<file path="config.mk">
export PLATFORM = sky130hd
export DESIGN_NAME = mem_burst_ctrl
export DESIGN_NICKNAME = d
export VERILOG_FILES = /design/src/rtl/mem_burst_ctrl_pkg.sv /design/src/rtl/mem_burst_ctrl_addr_cnt8.sv /design/src/rtl/mem_burst_ctrl.sv
export SDC_FILE = /design/constraint.sdc
export NUM_CORES = 1
export LEC_CHECK = 0
export BUFFER_PORTS_ARGS = -buffer_cell sky130_fd_sc_hd__buf_4
export CAP_MARGIN = 20
export CELL_PAD_IN_SITES_DETAIL_PLACEMENT = 1
export CELL_PAD_IN_SITES_GLOBAL_PLACEMENT = 1
export CORE_ASPECT_RATIO = 0.9
export CORE_MARGIN = 1
export CORE_UTILIZATION = 38
export DETAILED_ROUTE_END_ITERATION = 10
export GPL_TIMING_DRIVEN = 1
export PLACE_DENSITY_LB_ADDON = 0.12
export RECOVER_POWER = 50
export SKIP_LAST_GASP = 1
export SLEW_MARGIN = 0
export SYNTH_ARGS = -nofsm -noshare
export SYNTH_HDL_FRONTEND = slang
export SYNTH_SLANG_ARGS = --single-unit
</file>
<file path="constraint.sdc">
create_clock -name clk -period 4.49 [get_ports clk]
set_input_delay 0.898 -clock clk [delete_from_list [all_inputs] [get_ports clk]]
set_output_delay 0.898 -clock clk [all_outputs]
set_load 0.005 [all_outputs]
</file>
<file path="src/rtl/mem_burst_ctrl_pkg.sv">
// Shared state encodings, mode constants and default widths for the burst sequencer.
package mem_burst_ctrl_pkg;

  localparam int unsigned ADDR_W_DEF = 8;

  typedef enum logic [1:0] {
    ST_IDLE = 2'b00,
    ST_RUN  = 2'b01,
    ST_DONE = 2'b10
  } state_t;

  localparam logic MODE_RD = 1'b0;
  localparam logic MODE_WR = 1'b1;

endpackage : mem_burst_ctrl_pkg

</file>
<file path="src/rtl/mem_burst_ctrl_addr_cnt8.sv">
// Loadable, enabled up-counter that sources the memory address; load wins over enable.
module addr_cnt8 #(
  parameter int unsigned W = 8
) (
  input  logic         clk,
  input  logic         res,
  input  logic         EN,
  input  logic         load,
  input  logic [W-1:0] CNT_In,
  output logic [W-1:0] CNT
);

  // Count register: synchronous clear, then load, then increment (wraps naturally).
  always_ff @(posedge clk) begin
    if (!res) begin
      CNT <= '0;
    end else if (load) begin
      CNT <= CNT_In;
    end else if (EN) begin
      CNT <= CNT + W'(1);
    end
  end

endmodule : addr_cnt8

</file>
<file path="src/rtl/mem_burst_ctrl.sv">
// Burst sequencer: loads the address counter, walks it one word per beat,
// strobes memory read/write enables and pulses done at the end of the burst.
module mem_burst_ctrl
  import mem_burst_ctrl_pkg::*;
#(
  parameter int unsigned ADDR_W = ADDR_W_DEF
) (
  input  logic              clk,
  input  logic              res,
  input  logic              start,
  input  logic              mode,
  input  logic [ADDR_W-1:0] base_addr,
  input  logic [ADDR_W-1:0] length,
  input  logic              abort,
  input  logic              src_valid,
  output logic              src_ready,
  output logic [ADDR_W-1:0] addr,
  output logic              mem_re,
  output logic              mem_we,
  output logic              busy,
  output logic              done
);

  state_t            state_q;
  state_t            state_d;
  logic [ADDR_W-1:0] rem_q;
  logic              mode_q;
  logic              cnt_load;
  logic              cnt_en;
  logic              beat;

  // Address counter; the FSM guarantees load and enable are mutually exclusive.
  addr_cnt8 #(
    .W (ADDR_W)
  ) u_addr_cnt (
    .clk    (clk),
    .res    (res),
    .EN     (cnt_en),
    .load   (cnt_load),
    .CNT_In (base_addr),
    .CNT    (addr)
  );

  // State register.
  always_ff @(posedge clk) begin
    if (!res) begin
      state_q <= ST_IDLE;
    end else begin
      state_q <= state_d;
    end
  end

  // Remaining-beat down-counter and latched burst direction.
  always_ff @(posedge clk) begin
    if (!res) begin
      rem_q  <= '0;
      mode_q <= MODE_RD;
    end else if (cnt_load) begin
      rem_q  <= length;
      mode_q <= mode;
    end else if (beat) begin
      rem_q  <= rem_q - ADDR_W'(1);
    end
  end

  // Next-state, counter control and memory strobes; abort silences the cycle.
  always_comb begin
    state_d   = state_q;
    cnt_load  = 1'b0;
    cnt_en    = 1'b0;
    beat      = 1'b0;
    mem_re    = 1'b0;
    mem_we    = 1'b0;
    src_ready = 1'b0;
    case (state_q)
      ST_IDLE: begin
        if (start) begin
          if (length != '0) begin
            cnt_load = 1'b1;
            state_d  = ST_RUN;
          end else begin
            state_d  = ST_DONE;
          end
        end
      end
      ST_RUN: begin
        if (abort) begin
          state_d = ST_DONE;
        end else begin
          mem_re    = (mode_q == MODE_RD);
          src_ready = (mode_q == MODE_WR);
          mem_we    = (mode_q == MODE_WR) & src_valid;
          beat      = (mode_q == MODE_WR) ? src_valid : 1'b1;
          cnt_en    = beat;
          if (beat && (rem_q == ADDR_W'(1))) begin
            state_d = ST_DONE;
          end
        end
      end
      ST_DONE: begin
        state_d = ST_IDLE;
      end
      default: begin
        state_d = ST_IDLE;
      end
    endcase
  end

  assign busy = (state_q == ST_RUN);
  assign done = (state_q == ST_DONE);

endmodule : mem_burst_ctrl

</file>
## Word level (Yosys, flattened, before mapping)

Index checks and enable logic that the tools add are counted.

| word-level totals | value |
|---|---|
| bits in registers | 19 |
| input port bits | 22 |
| output and inout bits | 13 |
| word-level logic and storage cells | 39 |

| operators by class | value |
|---|---|
| $add $sub $neg | 2 |
| equality and inequality tests | 5 |
| mux-type cells | 21 |
| bitwise operators | 2 |
| reductions and logical operators | 5 |

Operators with widths:

| cell | number |
|---|---|
| $mux 8 | 4 |
| $mux 1 | 12 |
| $add 8x1->8 const B | 1 |
| $eq 8x1->1 const B | 1 |
| $mux 2 | 4 |
| $reduce_bool 8->1 | 1 |
| $sub 8x1->8 const B | 1 |
| $pmux 2 s2 | 1 |
| $ne 3x2->1 const B | 1 |
| $eq 2x1->1 const B | 1 |
| $eq 2x2->1 const B | 1 |
| $logic_not 2->1 | 1 |
| $ne 2x2->1 const B | 1 |
| $reduce_and 2->1 | 1 |
| $reduce_bool 2->1 | 1 |
| $and 1x1->1 | 1 |
| $logic_and 1x1->1 | 1 |
| $not 1->1 | 1 |

## Logic depth before layout (Yosys ltp)

| depth | value |
|---|---|
| word-level depth | 5 |
| depth in mapped cells | 5 |
| gate-level depth less buffers | 5 |

## Hierarchy

A second synthesis with hierarchy kept.

| unflattened totals | value |
|---|---|
| cells, all modules | 132 |
| area total of the unflattened synthesis | 1153.6 µm² |

Modules (own cells, without submodules):

| module | times used | cells an instance | area an instance (µm²) | sequential area each (µm²) |
|---|---|---|---|---|
| mem_burst_ctrl | 1 | 77 | 691.9 | 220.2 |
| addr_cnt8 | 1 | 55 | 461.7 | 160.2 |

## Worst setup path before layout

No wires, ideal clock.

| timing | value |
|---|---|
| kind | in2out |
| from | in abort |
| to | out mem_re |
| arrival | 1.474 ns |
| data required time | 3.592 ns |
| setup slack | 2.118 ns |
| stages | 3 |
| buffers on the path | 1 |
| cells stage by stage | or3b_1 -> buf_2 -> nor2_1 |

| between the ends | value |
|---|---|
| longest elaborated chain between the ends | 2 |

RTL lines:

| element | RTL line | text |
|---|---|---|
| from (decl) | mem_burst_ctrl.sv:14 | `input logic abort,` |
| $mux 1 | mem_burst_ctrl.sv:87 | `if (abort) begin` |
| $mux 1 | mem_burst_ctrl.sv:75 | `case (state_q)` |
| to (decl) | mem_burst_ctrl.sv:18 | `output logic mem_re,` |

Every way passes these cells.

## Worst setup path in the final report

| timing | value |
|---|---|
| from | in length[3] |
| to | reg rem_q[4] |

| between the ends | value |
|---|---|
| longest elaborated chain between the ends | 5 |
| elaborated cells on any way between the ends | 6 |
| classes of those cells | mux (4); reduce/logical (2) |

RTL lines:

| element | RTL line | text |
|---|---|---|
| from (decl) | mem_burst_ctrl.sv:13 | `input logic [ADDR_W-1:0] length,` |
| $reduce_bool 8->1 * | mem_burst_ctrl.sv:78 | `if (length != '0) begin` |
| $mux 1 * | mem_burst_ctrl.sv:78 |  |
| $mux 1 * | mem_burst_ctrl.sv:77 | `if (start) begin` |
| $mux 1 * | mem_burst_ctrl.sv:75 |  |
| $mux 8 or $reduce_bool 2->1 (tied branches) | - |  |
| to (signal assigned) | mem_burst_ctrl.sv:59 | `rem_q <= length;` |
| to (signal assigned) | mem_burst_ctrl.sv:62 | `rem_q <= rem_q - ADDR_W'(1);` |
| to (decl) | mem_burst_ctrl.sv:26 | `logic [ADDR_W-1:0] rem_q;` |

Every way passes the cells marked *; elsewhere a longest branch is shown, timed or not.
A chain may end at the register's enable or synchronous reset.

==> run_results.csv <==
group,metric,value,unit
outcome,status,"complete, but fails checks",
outcome,failed_checks,"design-rule violations",
worst_setup_path,arrival,3.38,ns
global_route,grt_max_degree,15,
worst_setup_path,crit_path_top_delay_cell,"o21ai_0",
worst_setup_path,path_depth,6,
cts,postCtsSetupBuffers,0,
drt,wl,3.184,mm
layout,multi_input_area,630.6,um^2
cts,clock_sinks,19,
worst_hold_path,holdCritPathClass,"reg -> reg",
flow_run,drv_cap,0,
yosys,netlist.top_cell.by_area,"dfxtp_1",
worst_setup_path,r2r_cells,5,
pwr,power.density,293.2,mW/mm^2
worst_setup_path,worstSetupPathType,"in -> reg",
sta,timing.setup.tns,0,ns
layout,area.growth.synth_to_final,28.04,%
yosys,synth_area,0.001049,mm^2
floorplanning,fp.dieH,51.83,um
yosys,synth_cell_types,39,
worst_setup_path,cpPeakStageDelay,1.07,ns
place,place_congestion,0.8497,
global_route,grt_pass1_wl,5.554,mm
sta,rsz0062_at_grt,"no",
cts,path_clk_slew,0.12,ns
worst_hold_path,min_path_cells,2,
layout,regArea,380.4,um^2
yosys,synth_flop_cell,"dfxtp_1",
worst_setup_path,path_max_fanout,14,
cts,cts_buffers,3,
drt,vias,1102,
worst_setup_path,crit_family,"compound AO/OA/AOI/OAI gates",
cts,cts_resized,0,
sta,period_share,70.10,%
worst_setup_path,critPathCaptureType,"flop",
sta,finalSetupViolCount,0,
pwr,vdd_drop_max,0.0001378,V
yosys,async_flop_share,0,%
cts,clk_path_buf_depth,2,
cts,clock_latency,0.30,ns
cts,tritoncts,"done",
place,numPortBuffers,34,
sta,hold_viol,0,
sta,fmax,317.7,MHz
yosys,avgSynthCellArea,8.191,um^2
yosys,synthMostInstantiatedCell,"dfxtp_1",
floorplanning,dieWidth,57.37,um
pwr,power.leakage,0.5307,nW
yosys,ys_top_cells_by_area,"dfxtp_1 (36%), a21oi_1 (5.7%), nand3_1 (4.3%), o21ai_0 (4.3%), ha_1 (3.6%)",
sta,min_period,3.148,ns
sta,tightest_slew,1.337,ns
cts,cts_hold_buffers,0,
layout,drive_gt1_share,23.46,%
layout,nNetsFinal,188,
yosys,netlist_top_cells_count,"dfxtp_1 (19), a21oi_1 (12), nand2_1 (10)",
drt,vias_per_cell,5.800,
place,detailed_place_hpwl,2.377,mm
floorplanning,initial_core_util,41.42,%
cts,h-tree-depth,1,
floorplanning,core,0.002531,mm^2
sta,relSlewSlack,9.955,%
layout,fill_cells,327,
yosys,netlist.area_leader.share,36.28,%
drt,dr.pass1.iters,7,
sta,skew,0.001971,ns
global_route,grt_pass1_vias,1170,
layout,fin_cells,190,
worst_setup_path,crit_buf_inv,2,
sta,slew_violations,0,
yosys,syn-instance-count,128,
drt,drc,6,
worst_setup_path,cp_cell_sequence,"clkbuf_4 > or4_1 > o21ai_0 > buf_4 > o311ai_0 > a31oi_1",
global_route,grt-ovfl-total,0,
global_route,antenna_found_initial,0,
floorplanning,dieArea,0.002973,mm^2
global_route,grt_use_total,24.87,%
layout,antennaDiodeCount,0,
floorplanning,num_io_pins,35,
drt,avgRoutedWirePerCell,16.76,um
yosys,ys_warn_count,0,
yosys,syn-num-nets,153,
drt,drtIter0Drc,29,
yosys,yosys_register_bits,19,
floorplanning,rows,17,
worst_setup_path,cp.required,4.73,ns
yosys,yosysSeqAreaShare,36.28,%
yosys,synth_edf_count,0,
worst_setup_path,startpoint_type,"input pin",
cts,cts_root_buf,"clkbuf_4",
drt,antenna_left,0,
place,place_inst,186,
-- per-layer routing --
metal / global-route usage (%) / part of all wire [%] / vias to the layer above
met5: 0 / 0 / -
met4: 7.317 / 0.97 / 0
met3: 4.726 / 4.2 / 5
met2: 41.67 / 48 / 26
met1: 32.47 / 46 / 522
li1: - / - / 549
-- registers in the layout, summed over array words and instances (netlist names) --
| name | flops |
|---|---|
| rem_q | 8 |
| u_addr_cnt.CNT | 8 |
| state_q | 2 |
| mode_q | 1 |
-- power breakdown --
part | leakage, nW | internal, W | switching, W
clock network | 0.0150 | 0.0000347 | 0.0000577
registers | 0.157 | 0.000185 | 0.0000171
logic | 0.359 | 0.0000482 | 0.0000514
total | 0.531 | 0.000267 | 0.000126
-- tightest hold or removal path: cells and delay by family, from the launching register on --
family,cells,cell delay (ns)
DFF,1,0.33
AOI/OAI and AO/OA,2,0.15
-- placed cells by master (no fill, tap or decap), drive strengths merged --
master and instances:
a21oi 12, a22oi 1, a2bb2oi 2, a31oi 4
a41oi 2, and2 2, and2b 1, and3 2
and4 1, buf 23, clkbuf 16, clkinv 1
dfxtp 19, ha 3, inv 3, nand2 10
nand2b 1, nand3 9, nand3b 1, nand4 3
nand4b 1, nor2 4, nor2b 2, nor3 3
nor3b 2, nor4 4, o21a 3, o21ai 10
o221a 1, o221ai 1, o311ai 1, o31ai 1
or3 3, or3b 1, or4 2, xnor2 3
xor2 4
-- final timing paths --
kind | start | slack [ns] | to
worst max-delay path | length[3] | 1.34 | rem_q[4]$_SDFFE_PN0P_
worst min-delay path | u_addr_cnt.CNT[7]$_SDFFE_PN0P_ | 0.51 | u_addr_cnt.CNT[7]$_SDFFE_PN0P_
worst max register to register | state_q[1]$_SDFFE_PN0P_ | 1.87 | rem_q[4]$_SDFFE_PN0P_
worst min register to register | u_addr_cnt.CNT[7]$_SDFFE_PN0P_ | 0.51 | u_addr_cnt.CNT[7]$_SDFFE_PN0P_
-- cell type report --
type / count / share of cell area (%)
Timing Repair Buffer: 35 / 19.01
Inverter: 4 / 1.118
Clock buffer: 4 / 1.957
Tap cell: 28 / 2.610
Sequential cell: 19 / 28.33
Multi-Input combinational cell: 100 / 46.97
-- logic make-up (layout without fill, tap and decap cells) --
group	count (synthesis)	count (layout)	share of synthesized area [%]
buffers and inverters	9	43	3.579
and+or+nand+nor	52	52	28.16
adders and majority gates	3	3	3.580
DFF	19	19	36.28
AOI/OAI and AO/OA	38	38	22.55
xor gates and xnor gates	7	7	5.847
-- metrics by stage --
| step | utilization [%] | power [W] | hold WS, ns | cell area, um^2 | setup slack [ns] |
|---|---|---|---|---|---|
| after floorplan | - | 0.0002589 | 0.4745 | 1049 | 2.118 |
| after global placement | 52.30 | 0.0003012 | 0.4890 | 1324 | 1.544 |
| after detailed placement | 52.30 | 0.0003058 | 0.5043 | 1324 | 1.475 |
| after CTS | 53.34 | 0.0003986 | 0.5219 | 1350 | 1.768 |
| after global routing | 53.04 | 0.0004179 | 0.5588 | 1343 | 1.258 |
| final | 53.04 | 0.0003936 | 0.5133 | 1343 | 1.342 |
(Power assumes the default switching activity.)
